$ cat src/rtl/cosim_commit_sched_if.sv
// Retirement-side and checker-side signal bundle for the commit-event scheduler.
// The slave modport is the scheduler's view; the master modport is the
// environment that drives retirements and consumes events.
interface cosim_commit_sched_if #(
    parameter int COMMITS = 2,
    parameter int XLEN    = 64
);
    logic [COMMITS-1:0]      commit_valid;
    logic [COMMITS*XLEN-1:0] commit_pc;
    logic [COMMITS*32-1:0]   commit_insn;
    logic [COMMITS-1:0]      commit_wen;
    logic [COMMITS*5-1:0]    commit_waddr;
    logic [COMMITS*XLEN-1:0] commit_wdata;
    logic                    trap_valid;
    logic [XLEN-1:0]         trap_cause;

    logic                    ev_valid;
    logic                    ev_ready;
    logic                    ev_is_trap;
    logic [XLEN-1:0]         ev_pc;
    logic [31:0]             ev_insn;
    logic                    ev_wen;
    logic [4:0]              ev_waddr;
    logic [XLEN-1:0]         ev_wdata;
    logic [XLEN-1:0]         ev_cause;

    modport master (
        output commit_valid, commit_pc, commit_insn, commit_wen, commit_waddr,
               commit_wdata, trap_valid, trap_cause, ev_ready,
        input  ev_valid, ev_is_trap, ev_pc, ev_insn, ev_wen, ev_waddr,
               ev_wdata, ev_cause
    );

    modport slave (
        input  commit_valid, commit_pc, commit_insn, commit_wen, commit_waddr,
               commit_wdata, trap_valid, trap_cause, ev_ready,
        output ev_valid, ev_is_trap, ev_pc, ev_insn, ev_wen, ev_waddr,
               ev_wdata, ev_cause
    );
endinterface

$ cat src/rtl/cosim_commit_sched.sv
// Commit-event scheduler: merges up to COMMITS retirements plus one trap per
// cycle into an ordered FIFO, streams them one per cycle to the cosim checker,
// throttles the core near full, and sequences halt (checker mismatch) or
// drain (tohost finish).
module cosim_commit_sched #(
    parameter int COMMITS = 2,
    parameter int DEPTH   = 8,
    parameter int XLEN    = 64
) (
    input  logic                     clock,
    input  logic                     reset_n,
    cosim_commit_sched_if.slave      bus,
    input  logic                     finish_req,
    input  logic                     chk_fail,
    output logic                     core_stall,
    output logic                     done,
    output logic                     fail,
    output logic                     overflow,
    output logic                     protocol_err,
    output logic [$clog2(DEPTH):0]   count
);

    localparam int PTR_W     = $clog2(DEPTH);
    localparam int CNT_W     = PTR_W + 1;
    localparam int NPUSH     = COMMITS + 1;
    localparam int STALL_TH  = DEPTH - (COMMITS + 1);

    typedef enum logic [1:0] {
        ST_RUN   = 2'd0,
        ST_DRAIN = 2'd1,
        ST_HALT  = 2'd2,
        ST_DONE  = 2'd3
    } state_t;

    typedef struct packed {
        logic            is_trap;
        logic [XLEN-1:0] pc;
        logic [31:0]     insn;
        logic            wen;
        logic [4:0]      waddr;
        logic [XLEN-1:0] wdata;
        logic [XLEN-1:0] cause;
    } entry_t;

    state_t            state_r;
    state_t            state_next_s;
    entry_t            mem_r [DEPTH];
    logic [PTR_W-1:0]  wr_ptr_r;
    logic [PTR_W-1:0]  rd_ptr_r;
    logic [CNT_W-1:0]  count_r;
    logic              fail_r;
    logic              overflow_r;
    logic              protocol_err_r;

    logic              enq_allow_s;
    logic              ev_valid_s;
    logic              core_stall_s;
    logic              done_s;
    logic              pop_s;
    logic [CNT_W-1:0]  free_s;
    logic [CNT_W-1:0]  acc_s;
    logic [CNT_W-1:0]  req_s;
    logic [NPUSH-1:0]  cand_valid_s;
    entry_t            cand_data_s [NPUSH];
    logic [NPUSH-1:0]  push_en_s;
    logic [PTR_W-1:0]  push_idx_s [NPUSH];
    logic              proto_hit_s;
    entry_t            head_s;

    // State register: reset always lands in RUN.
    always_ff @(posedge clock) begin
        if (!reset_n) begin
            state_r <= ST_RUN;
        end else begin
            state_r <= state_next_s;
        end
    end

    // Next-state logic: mismatch beats finish; HALT and DONE are terminal.
    always_comb begin
        state_next_s = state_r;
        case (state_r)
            ST_RUN: begin
                if (chk_fail) begin
                    state_next_s = ST_HALT;
                end else if (finish_req) begin
                    state_next_s = ST_DRAIN;
                end else begin
                    state_next_s = ST_RUN;
                end
            end
            ST_DRAIN: begin
                if (chk_fail) begin
                    state_next_s = ST_HALT;
                end else if ((count_r == {CNT_W{1'b0}}) && (acc_s == {CNT_W{1'b0}})) begin
                    state_next_s = ST_DONE;
                end else begin
                    state_next_s = ST_DRAIN;
                end
            end
            ST_HALT:  state_next_s = ST_HALT;
            ST_DONE:  state_next_s = ST_DONE;
            default:  state_next_s = ST_HALT;
        endcase
    end

    // State-decoded controls; stall depends on registered occupancy only.
    always_comb begin
        enq_allow_s  = 1'b0;
        ev_valid_s   = 1'b0;
        done_s       = 1'b0;
        core_stall_s = 1'b1;
        case (state_r)
            ST_RUN: begin
                enq_allow_s  = 1'b1;
                ev_valid_s   = (count_r != {CNT_W{1'b0}});
                core_stall_s = (count_r > CNT_W'(STALL_TH));
            end
            ST_DRAIN: begin
                enq_allow_s  = 1'b1;
                ev_valid_s   = (count_r != {CNT_W{1'b0}});
                core_stall_s = 1'b1;
            end
            ST_HALT: begin
                core_stall_s = 1'b1;
            end
            ST_DONE: begin
                done_s       = 1'b1;
                core_stall_s = 1'b1;
            end
            default: begin
                core_stall_s = 1'b1;
            end
        endcase
    end

    // Build the ordered push candidates: commit slots first, then the trap.
    always_comb begin
        for (int i = 0; i < COMMITS; i++) begin
            cand_valid_s[i]         = enq_allow_s & bus.commit_valid[i];
            cand_data_s[i].is_trap  = 1'b0;
            cand_data_s[i].pc       = bus.commit_pc[i*XLEN +: XLEN];
            cand_data_s[i].insn     = bus.commit_insn[i*32 +: 32];
            cand_data_s[i].wen      = bus.commit_wen[i];
            cand_data_s[i].waddr    = bus.commit_waddr[i*5 +: 5];
            cand_data_s[i].wdata    = bus.commit_wdata[i*XLEN +: XLEN];
            cand_data_s[i].cause    = {XLEN{1'b0}};
        end
        cand_valid_s[COMMITS]        = enq_allow_s & bus.trap_valid;
        cand_data_s[COMMITS].is_trap = 1'b1;
        cand_data_s[COMMITS].pc      = {XLEN{1'b0}};
        cand_data_s[COMMITS].insn    = 32'h0000_0000;
        cand_data_s[COMMITS].wen     = 1'b0;
        cand_data_s[COMMITS].waddr   = 5'd0;
        cand_data_s[COMMITS].wdata   = {XLEN{1'b0}};
        cand_data_s[COMMITS].cause   = bus.trap_cause;
    end

    // A higher slot retiring while a lower one is idle breaks slot contiguity.
    always_comb begin
        proto_hit_s = 1'b0;
        for (int i = 1; i < COMMITS; i++) begin
            if (enq_allow_s && bus.commit_valid[i] && !bus.commit_valid[i-1]) begin
                proto_hit_s = 1'b1;
            end else begin
                proto_hit_s = proto_hit_s;
            end
        end
    end

    // Space accounting: a same-cycle pop frees a slot for this cycle's pushes.
    always_comb begin
        pop_s  = ev_valid_s & bus.ev_ready;
        free_s = CNT_W'(DEPTH) - count_r + CNT_W'(pop_s);
    end

    // Allocate FIFO slots in candidate order; excess (highest-order) pushes drop.
    always_comb begin
        acc_s = {CNT_W{1'b0}};
        req_s = {CNT_W{1'b0}};
        for (int j = 0; j < NPUSH; j++) begin
            push_en_s[j]  = 1'b0;
            push_idx_s[j] = wr_ptr_r + acc_s[PTR_W-1:0];
            if (cand_valid_s[j]) begin
                req_s = req_s + CNT_W'(1);
                if (acc_s < free_s) begin
                    push_en_s[j] = 1'b1;
                    acc_s        = acc_s + CNT_W'(1);
                end else begin
                    push_en_s[j] = 1'b0;
                end
            end else begin
                push_en_s[j] = 1'b0;
            end
        end
    end

    // FIFO storage write; payload needs no reset because outputs are gated.
    always_ff @(posedge clock) begin
        for (int j = 0; j < NPUSH; j++) begin
            if (push_en_s[j]) begin
                mem_r[push_idx_s[j]] <= cand_data_s[j];
            end
        end
    end

    // Pointers, occupancy and sticky error flags.
    always_ff @(posedge clock) begin
        if (!reset_n) begin
            wr_ptr_r       <= {PTR_W{1'b0}};
            rd_ptr_r       <= {PTR_W{1'b0}};
            count_r        <= {CNT_W{1'b0}};
            fail_r         <= 1'b0;
            overflow_r     <= 1'b0;
            protocol_err_r <= 1'b0;
        end else begin
            wr_ptr_r       <= wr_ptr_r + acc_s[PTR_W-1:0];
            rd_ptr_r       <= rd_ptr_r + PTR_W'(pop_s);
            count_r        <= count_r + acc_s - CNT_W'(pop_s);
            fail_r         <= fail_r | (state_next_s == ST_HALT);
            overflow_r     <= overflow_r | (req_s != acc_s);
            protocol_err_r <= protocol_err_r | proto_hit_s;
        end
    end

    // Event port from the FIFO head, forced to zero whenever nothing is offered.
    always_comb begin
        head_s         = mem_r[rd_ptr_r];
        bus.ev_valid   = ev_valid_s;
        bus.ev_is_trap = 1'b0;
        bus.ev_pc      = {XLEN{1'b0}};
        bus.ev_insn    = 32'h0000_0000;
        bus.ev_wen     = 1'b0;
        bus.ev_waddr   = 5'd0;
        bus.ev_wdata   = {XLEN{1'b0}};
        bus.ev_cause   = {XLEN{1'b0}};
        if (ev_valid_s) begin
            bus.ev_is_trap = head_s.is_trap;
            bus.ev_pc      = head_s.pc;
            bus.ev_insn    = head_s.insn;
            bus.ev_wen     = head_s.wen;
            bus.ev_waddr   = head_s.waddr;
            bus.ev_wdata   = head_s.wdata;
            bus.ev_cause   = head_s.cause;
        end else begin
            bus.ev_is_trap = 1'b0;
        end
    end

    // Status outputs, all derived from registered state.
    always_comb begin
        core_stall   = core_stall_s;
        done         = done_s;
        fail         = fail_r;
        overflow     = overflow_r;
        protocol_err = protocol_err_r;
        count        = count_r;
    end

endmodule

$ cat src/flat_wrapper.sv
// flat-port wrapper written by rule: the top's interface ports become plain ports
module cosim_commit_sched_flat 
#(
    parameter int COMMITS = 2,
    parameter int DEPTH   = 8,
    parameter int XLEN    = 64
)
  (clock, reset_n, finish_req, chk_fail, core_stall, done, fail, overflow, protocol_err, count, bus_commit_valid, bus_commit_pc, bus_commit_insn, bus_commit_wen, bus_commit_waddr, bus_commit_wdata, bus_trap_valid, bus_trap_cause, bus_ev_ready, bus_ev_valid, bus_ev_is_trap, bus_ev_pc, bus_ev_insn, bus_ev_wen, bus_ev_waddr, bus_ev_wdata, bus_ev_cause);
  cosim_commit_sched_if #(.COMMITS(COMMITS), .XLEN(XLEN)) bus_i ();
  input  logic clock;
  input  logic reset_n;
  input  logic finish_req;
  input  logic chk_fail;
  output logic core_stall;
  output logic done;
  output logic fail;
  output logic overflow;
  output logic protocol_err;
  output logic [$clog2(DEPTH):0] count;
  input wire logic [$bits(bus_i.commit_valid)-1:0] bus_commit_valid;
  input wire logic [$bits(bus_i.commit_pc)-1:0] bus_commit_pc;
  input wire logic [$bits(bus_i.commit_insn)-1:0] bus_commit_insn;
  input wire logic [$bits(bus_i.commit_wen)-1:0] bus_commit_wen;
  input wire logic [$bits(bus_i.commit_waddr)-1:0] bus_commit_waddr;
  input wire logic [$bits(bus_i.commit_wdata)-1:0] bus_commit_wdata;
  input wire logic [$bits(bus_i.trap_valid)-1:0] bus_trap_valid;
  input wire logic [$bits(bus_i.trap_cause)-1:0] bus_trap_cause;
  input wire logic [$bits(bus_i.ev_ready)-1:0] bus_ev_ready;
  output wire logic [$bits(bus_i.ev_valid)-1:0] bus_ev_valid;
  output wire logic [$bits(bus_i.ev_is_trap)-1:0] bus_ev_is_trap;
  output wire logic [$bits(bus_i.ev_pc)-1:0] bus_ev_pc;
  output wire logic [$bits(bus_i.ev_insn)-1:0] bus_ev_insn;
  output wire logic [$bits(bus_i.ev_wen)-1:0] bus_ev_wen;
  output wire logic [$bits(bus_i.ev_waddr)-1:0] bus_ev_waddr;
  output wire logic [$bits(bus_i.ev_wdata)-1:0] bus_ev_wdata;
  output wire logic [$bits(bus_i.ev_cause)-1:0] bus_ev_cause;
  assign bus_i.commit_valid = bus_commit_valid;
  assign bus_i.commit_pc = bus_commit_pc;
  assign bus_i.commit_insn = bus_commit_insn;
  assign bus_i.commit_wen = bus_commit_wen;
  assign bus_i.commit_waddr = bus_commit_waddr;
  assign bus_i.commit_wdata = bus_commit_wdata;
  assign bus_i.trap_valid = bus_trap_valid;
  assign bus_i.trap_cause = bus_trap_cause;
  assign bus_i.ev_ready = bus_ev_ready;
  assign bus_ev_valid = bus_i.ev_valid;
  assign bus_ev_is_trap = bus_i.ev_is_trap;
  assign bus_ev_pc = bus_i.ev_pc;
  assign bus_ev_insn = bus_i.ev_insn;
  assign bus_ev_wen = bus_i.ev_wen;
  assign bus_ev_waddr = bus_i.ev_waddr;
  assign bus_ev_wdata = bus_i.ev_wdata;
  assign bus_ev_cause = bus_i.ev_cause;
  cosim_commit_sched #(.COMMITS(COMMITS), .DEPTH(DEPTH), .XLEN(XLEN)) u_core (.clock(clock), .reset_n(reset_n), .bus(bus_i), .finish_req(finish_req), .chk_fail(chk_fail), .core_stall(core_stall), .done(done), .fail(fail), .overflow(overflow), .protocol_err(protocol_err), .count(count));
endmodule
$ cat config.mk
export PLATFORM = sky130hd
export DESIGN_NAME = cosim_commit_sched_flat
export DESIGN_NICKNAME = d
export VERILOG_FILES = /design/src/rtl/cosim_commit_sched_if.sv /design/src/rtl/cosim_commit_sched.sv /design/src/flat_wrapper.sv
export SDC_FILE = /design/constraint.sdc
export NUM_CORES = 2
export LEC_CHECK = 0
export CAP_MARGIN = 25
export CORE_UTILIZATION = 40
export DETAILED_ROUTE_END_ITERATION = 8
export PLACE_DENSITY = 0.57
export SYNTH_ARGS = -nofsm -noshare
export SYNTH_HDL_FRONTEND = slang
export SYNTH_SLANG_ARGS = --single-unit
$ cat constraint.sdc
create_clock -name clock -period 13.3 [get_ports clock]
set_clock_uncertainty 0.2 [all_clocks]
set_input_delay 3.99 -clock clock [delete_from_list [all_inputs] [get_ports clock]]
set_output_delay 3.99 -clock clock [all_outputs]
set_load 0.05 [all_outputs]
==> results.cfg <==
[final_layout]
n_fill_cell = 21362
final_nets = 8878
drive_gt1_share_pct = 12.1
design_area_um2 = 108000
multiInputGateArea_um2 = 47000
regArea_um2 = 42400
finish.utilization_pct = 46.0
area_growth_pct = 14.3

[synth]
yosysTopAreaCellShare_pct = 28.6
async_flop_share_pct = 0
yosysUniqueCellTypes = 58
yosysMostFrequentCell = nor2_1
synth_edf_count = 512
ys_top_cells_by_area = dfxtp_1, mux2i_1, edfxtp_1, mux4_2, a211oi_1
syn_area_um2 = 94500
syn_area_per_cell_um2 = 11.0
ys_warn_count = 0
synth.largest_area_cell = dfxtp_1
syn_nets = 9044
syn_inst = 8618
synthFlopType = dfxtp_1
yosys_register_bits = 1863
yosys-top-cells-count = nor2_1, mux2i_1, dfxtp_1
seq_area_frac_synth_pct = 44.9

[timing]
setup_tns_ns = 0
tightest_slew_ns = 1.19
fin_crit_sh_pct = 77.0
setup_viol = 0
fin_crit_ns = 10.24
rsz0062_at_grt = false
slew_viol_final = 0
fmax_mhz = 97.6
setup_ws_ns = 3.06
slew_headroom_pct = 20.6
finalHoldViolCount = 0

[cts]
ctsResizeCount = 0
cts_tree = built
clk_root_buffer_cell = clkbuf_16
cts_buffers = 205
clk_path_buf_depth = 3
clkLatencyLatePin_ns = 0.85
clkTransAtPathRegs_ns = 0.06
clock-sinks = 1863
cts_setup_buffers = 0
cts_hold_repair.buffers = 0
htreeDepth = 4

[power_and_ir_drop]
p_per_area_nw_per_um2 = 245
peakVddDrop_v = 0.000205
power_uw = 26500
leakagePower_uw = 0.0446

[global_routing]
grt_util_met3_pct = 5.79
grt_max_degree = 135
grt_overflow = 0
track_usage_pct = 27.3
grt_pass1_vias = 71229
grt_use_met2_pct = 43.8
met1_usage_pct = 36.1
grt_busiest_layer = met2
antenna_found_initial = 116
grt_pass1_wl_mm = 486

[critical_path]
crit_type = primary input to flip-flop
critPathCaptureType = flip-flop
cp.arrival_ns = 10.52
cp_max_fo = 61
cpMaxStageDelayCell = and2b_4
crit_top_cell = ha_1
crit_chain = clkdlybuf4s50_1, nand2_1, ha_1, inv_1, ha_1, nor3b_1, a31o_1, a21oi_1, ha_1, and2_1, or2_2, ha_1, fa_1, and2b_4, and2_4, nand3b_1, buf_4, buf_4
cp-start-kind = primary input
crit_required_ns = 13.58
slowest_delay_ns = 0.82

[drt]
drc = 0
vias = 70719
postRouteAntennaNets = 0
routed_wl_mm = 334
drt-initial-drc-count = 5870
drt_first_pass_iters = 6
wl_per_cell_um = 28.3
route.detailed.vias_per_inst = 5.99

[min_path]
holdCritPathClass = flip-flop to flip-flop

[status]
status = completed

[die]
dieWidth_um = 488
core-area_um2 = 235000
pin_count = 645
initial_core_util_pct = 40.2
fp.dieArea_um2 = 238000
num_rows = 178
die_y_um = 488

[placement]
gp_congestion = 0.805
dp_slack_ns = 2.09
numPortBuffers = 644
dpl_cell_area_um2 = 101000
place_hpwl_mm = 181

[flow_run]
maxCapViolations = 0
final timing paths:
check | startpoint | cells after the start | end | slack, ns
setup / recovery | bus_ev_ready | 18 | u_core.mem_r[4][31]$_SDFFCE_PN0P_ | 3.06
hold / removal | u_core.mem_r[6][230]$_SDFFE_PP1P_ | 1 | u_core.mem_r[6][230]$_SDFFE_PP1P_ | 0.29
setup reg to reg | u_core.count[3]$_SDFF_PN0_ | 20 | u_core.mem_r[4][31]$_SDFFCE_PN0P_ | 5.20
hold reg to reg | u_core.mem_r[6][230]$_SDFFE_PP1P_ | 1 | u_core.mem_r[6][230]$_SDFFE_PP1P_ | 0.29
stage by stage:
stage / hold WS (ns) / cells
3_3_place_gp: 0.266 / 11388
2_1_floorplan: 0.231 / 8618
4_1_cts: 0.286 / 11757
3_5_place_dp: 0.272 / 11388
5_1_grt: 0.310 / 11795
6_report: 0.289 / 11803
logic make-up (layout without fill, tap and decap cells):
logic type               count (synthesis)  in the layout  share of synthesized area [%]
XOR/XNOR                                14             14                          0.144
AND/OR/NAND/NOR                       2161           2161                           10.1
flip-flops                            1863           1863                           44.9
other                                    0             39                              0
multiplexers                          2023           2023                           27.5
adder cells (fa/ha/maj)                 22             22                          0.315
buffers and inverters                 1173           1169                           5.58
AO/OA/AOI/OAI                         1362           1362                           11.4
layout make-up:
| cell class | count | area share (%) |
|---|---|---|
| multi-input combinational | 5582 | 43.5 |
| clock inverter | 65 | 0.648 |
| tap | 3150 | 3.65 |
| antenna | 39 | 0.0903 |
| inverter | 21 | 0.0729 |
| clock buffer | 304 | 5.46 |
| timing repair buffer | 779 | 7.32 |
| sequential | 1863 | 39.3 |
worst max-delay path: cells and delay by family:
| kind | cells | cell delay, ns |
|---|---|---|
| AOI/OAI and AO/OA | 2 | 0.70 |
| and+or+nand+nor | 7 | 2.75 |
| adders and majority gates | 5 | 1.45 |
| buffers and inverters | 4 | 1.56 |
sequential cells by signal, indices dropped and copies added, names as in the netlist:
name / flops
u_core.mem_r: 1848
u_core.count: 4
u_core.rd_ptr_r: 3
u_core.wr_ptr_r: 3
u_core.state_r: 2
u_core.fail: 1
u_core.overflow: 1
u_core.protocol_err: 1
layer usage:
metal,part of all wire (%),vias to the layer above
met5,0.22,-
met2,47,2655
met1,42,35994
met4,3.3,116
met3,7.4,655
li1,-,31299
where the power goes:
group	internal (µW)	total, µW	switching [µW]
clock network	3210	5700	2490
logic	4750	11300	6540
registers	8420	9520	1100
cell usage in the layout, fill, tap and decap left out, types with 102 or more instances in the layout:
cell type        synthesis  final
a211oi_1              1223   1223
a211oi_2               108    108
and2_1                 394    392
and3_1                 132    128
buf_4                   29    102
clkbuf_16                0    206
clkdlybuf4s50_1          0    644
dfxtp_1               1351   1348
edfxtp_1               512    512
mux2i_1               1560   1560
mux4_2                 462    462
nor2_1                1580   1578
Note: power is estimated with default switching activity, not from simulation.
==> variant (config.mk and constraints unchanged) <==
`XLEN` is set to 64 in 3 places; all go to 56.
--- a/src/rtl/cosim_commit_sched_if.sv
+++ b/src/rtl/cosim_commit_sched_if.sv
@@ -5,3 +5,3 @@
     parameter int COMMITS = 2,
-    parameter int XLEN    = 64
+    parameter int XLEN    = 56
 );
--- a/src/rtl/cosim_commit_sched.sv
+++ b/src/rtl/cosim_commit_sched.sv
@@ -7,3 +7,3 @@
     parameter int DEPTH   = 8,
-    parameter int XLEN    = 64
+    parameter int XLEN    = 56
 ) (
--- a/src/flat_wrapper.sv
+++ b/src/flat_wrapper.sv
@@ -5,3 +5,3 @@
     parameter int DEPTH   = 8,
-    parameter int XLEN    = 64
+    parameter int XLEN    = 56
 )
Ports: changed (6 resized); port bits go from 645 to 581. No check against the original RTL was run, so the function may have changed too.
==> variant against the unedited design <==
Routed wire length fell by 14%; final area down 12%; hold slack got worse by 0.030 ns; clock power decreased by 10%; die area is 13% lower; first-iteration DRC count is 12% lower; synthesized cell count fell by 12%; area after synthesis fell by 13%; critical path depth decreased by 1; worst setup slack lost 0.033 ns; sequential cell count fell by 192; register-to-register slack lost 0.15 ns; total power decreased by 16%; critical path type unchanged; critical endpoint is now u_core.mem_r[7][33]; largest cell class unchanged; largest power group unchanged; highest routed layer unchanged.
==> variant: results (changes against the unedited design) <==
----------------------------------------------------
[Pwr]
  Maximum vdd drop ... 310.4 µV (+51%)
  Proportion of power drawn by combinational gates ... 39.9% (-2.7 points)
  Fraction of power spent switching nets ... 37.23% (-1.0 points)
  Clk pwr ... 0.00513 W (-10%)
  Leakage power figure ... 37.19 nW (-17%)

[Logic synthesis]
  Portion of the post-synthesis area used by sequential elements ... 46.18% (+1.3 points)
  Mapped Cells ... 7,622 (-12%)
  Cell variety after synth ... 50 (-14%)
  Share of flip-flops with an asynchronous set or reset ... 0% (unchanged)
  Cell types occupying the most area after synthesis ... dfxtp_1 30%, mux2i_1 17%, edfxtp_1 16%
  Top cells by count, synth ... 1,407 x mux2i_1, 1,223 x dfxtp_1, 1,203 x a21oi_1, 1,203 x o21ai_0, 611 x clkbuf_1
  Number of nets produced by synthesis ... 8,008 (-11%)
  Post-synth EDFFs ... 448 (-13%)

[Layout]
  Flip-flop count of the largest register, all copies and words added ... 1,656 (-10%)
  FILL cells ... 18.75k (-12%)
  Fraction of layout cells with a size suffix above 1 ... 10.66% (-1.4 points)

[Setup path]
  WP data arrival ... 10.60 ns (+0.08 ns)
  Reg2reg path depth ... 19 (-5.0%)
  End of the worst register-to-register path ... u_core.mem_r[7][33]
  Critical Path Fanout Max ... 60 (-1.6%)
  Longest individual stage delay on the worst path ... 1.03 ns (+0.21 ns)
  Flop2flop setup slack ... 5.05 ns (-0.15 ns)
  Slowest cell on the critical path ... or3_4

[Status]
  Result of the run ... finished, final reports clean

[Hold path]
  Number of cells on the worst hold path ... 2 (+1)
  Hold EP ... u_core.mem_r[1][206]

[Clock tree]
  Post-cts gate resize count ... 0 (unchanged)

[Place]
  RD Place Congestion ... 0.7969 (-1.0%)
  Count of buffers inserted at the top-level ports ... 580 (-9.9%)
  Cell count after placement ... 10.11k (-11%)
  Pre-CTS WS ... 2.207 ns (+0.1202 ns)

[Global route]
  Pin count of the biggest net entering global routing ... 199 (+47%)
  Wire length of the first global-routing pass ... 414,500 µm (-15%)
  Overall global routing resource usage ... 26.87% (-0.45 points)
  Number of antenna violations at the first check in global routing ... 87 (-25%)

[Timing]
  Worst Hold Slack ... 0.2589 ns (-0.03038 ns)
  Actual transition at the worst max-transition pin ... 1.173 ns (-0.01894 ns)

[Drt]
  Number of optimization iterations in the first detailed-route pass ... 5 (-1)
  Wire length per cell ... 27.28 µm (-3.5%)
  Overall routed net length ... 286,400 µm (-14%)

----------------------------------------------------
variant: per-stage QoR:
stage / instance area (µm²) / utilization [%] / total power, W
final: 94980 / 46.75 / 0.02230
after global routing: 94970 / 46.75 / 0.02343
after CTS: 94770 / 46.65 / 0.02237
after detailed placement: 88790 / 43.71 / 0.01723
after global placement: 88790 / 43.71 / 0.01695
after floorplan: 82150 / - / 0.01443
variant: worst max path at each step:
| stage | start | to | slack [ns] | depth (start not counted) |
|---|---|---|---|---|
| finish | bus_ev_ready | u_core.mem_r[7][33] | 3.02 | 17 |
| global placement | bus_ev_ready | u_core.mem_r[7][50] | 2.30 | 17 |
| global route | bus_ev_ready | u_core.mem_r[7][1] | 2.72 | 17 |
| CTS | bus_ev_ready | u_core.mem_r[7][5] | 3.10 | 17 |
| floorplan | bus_ev_ready | u_core.mem_r[7][0] | 3.60 | 19 |
| detailed placement | bus_ev_ready | u_core.mem_r[7][50] | 2.21 | 17 |
variant: cell type report:
type                       count  area [µm²]  share of cell area (%)
multi-input combinational   5059       40570                   42.71
tap                         2672        3343                   3.520
antenna                       49       122.6                  0.1291
clock buffer                 288        5441                   5.729
timing repair buffer         686        6937                   7.303
sequential                  1671       37950                   39.95
clock inverter                52       543.0                  0.5717
inverter                      21       78.83                 0.08299
variant: cells by family after synthesis:
logic type | after synthesis | share of synthesized area, %
adders and majority gates | 22 | 0.3625
buffers and inverters | 892 | 4.831
DFF | 1671 | 46.18
and+or+nand+nor | 774 | 5.099
muxes | 1823 | 28.52
xor gates and xnor gates | 14 | 0.1492
AOI/OAI and AO/OA | 2426 | 14.86
variant: routing by layer:
metal / share of wire, % / GRT usage, % / wire length, µm
met5: 0.13 / 0 / 365
met4: 4.2 / 13.47 / 11960
met3: 6.6 / 4.891 / 18790
met2: 47 / 43.61 / 135900
met1: 42 / 34.33 / 119400
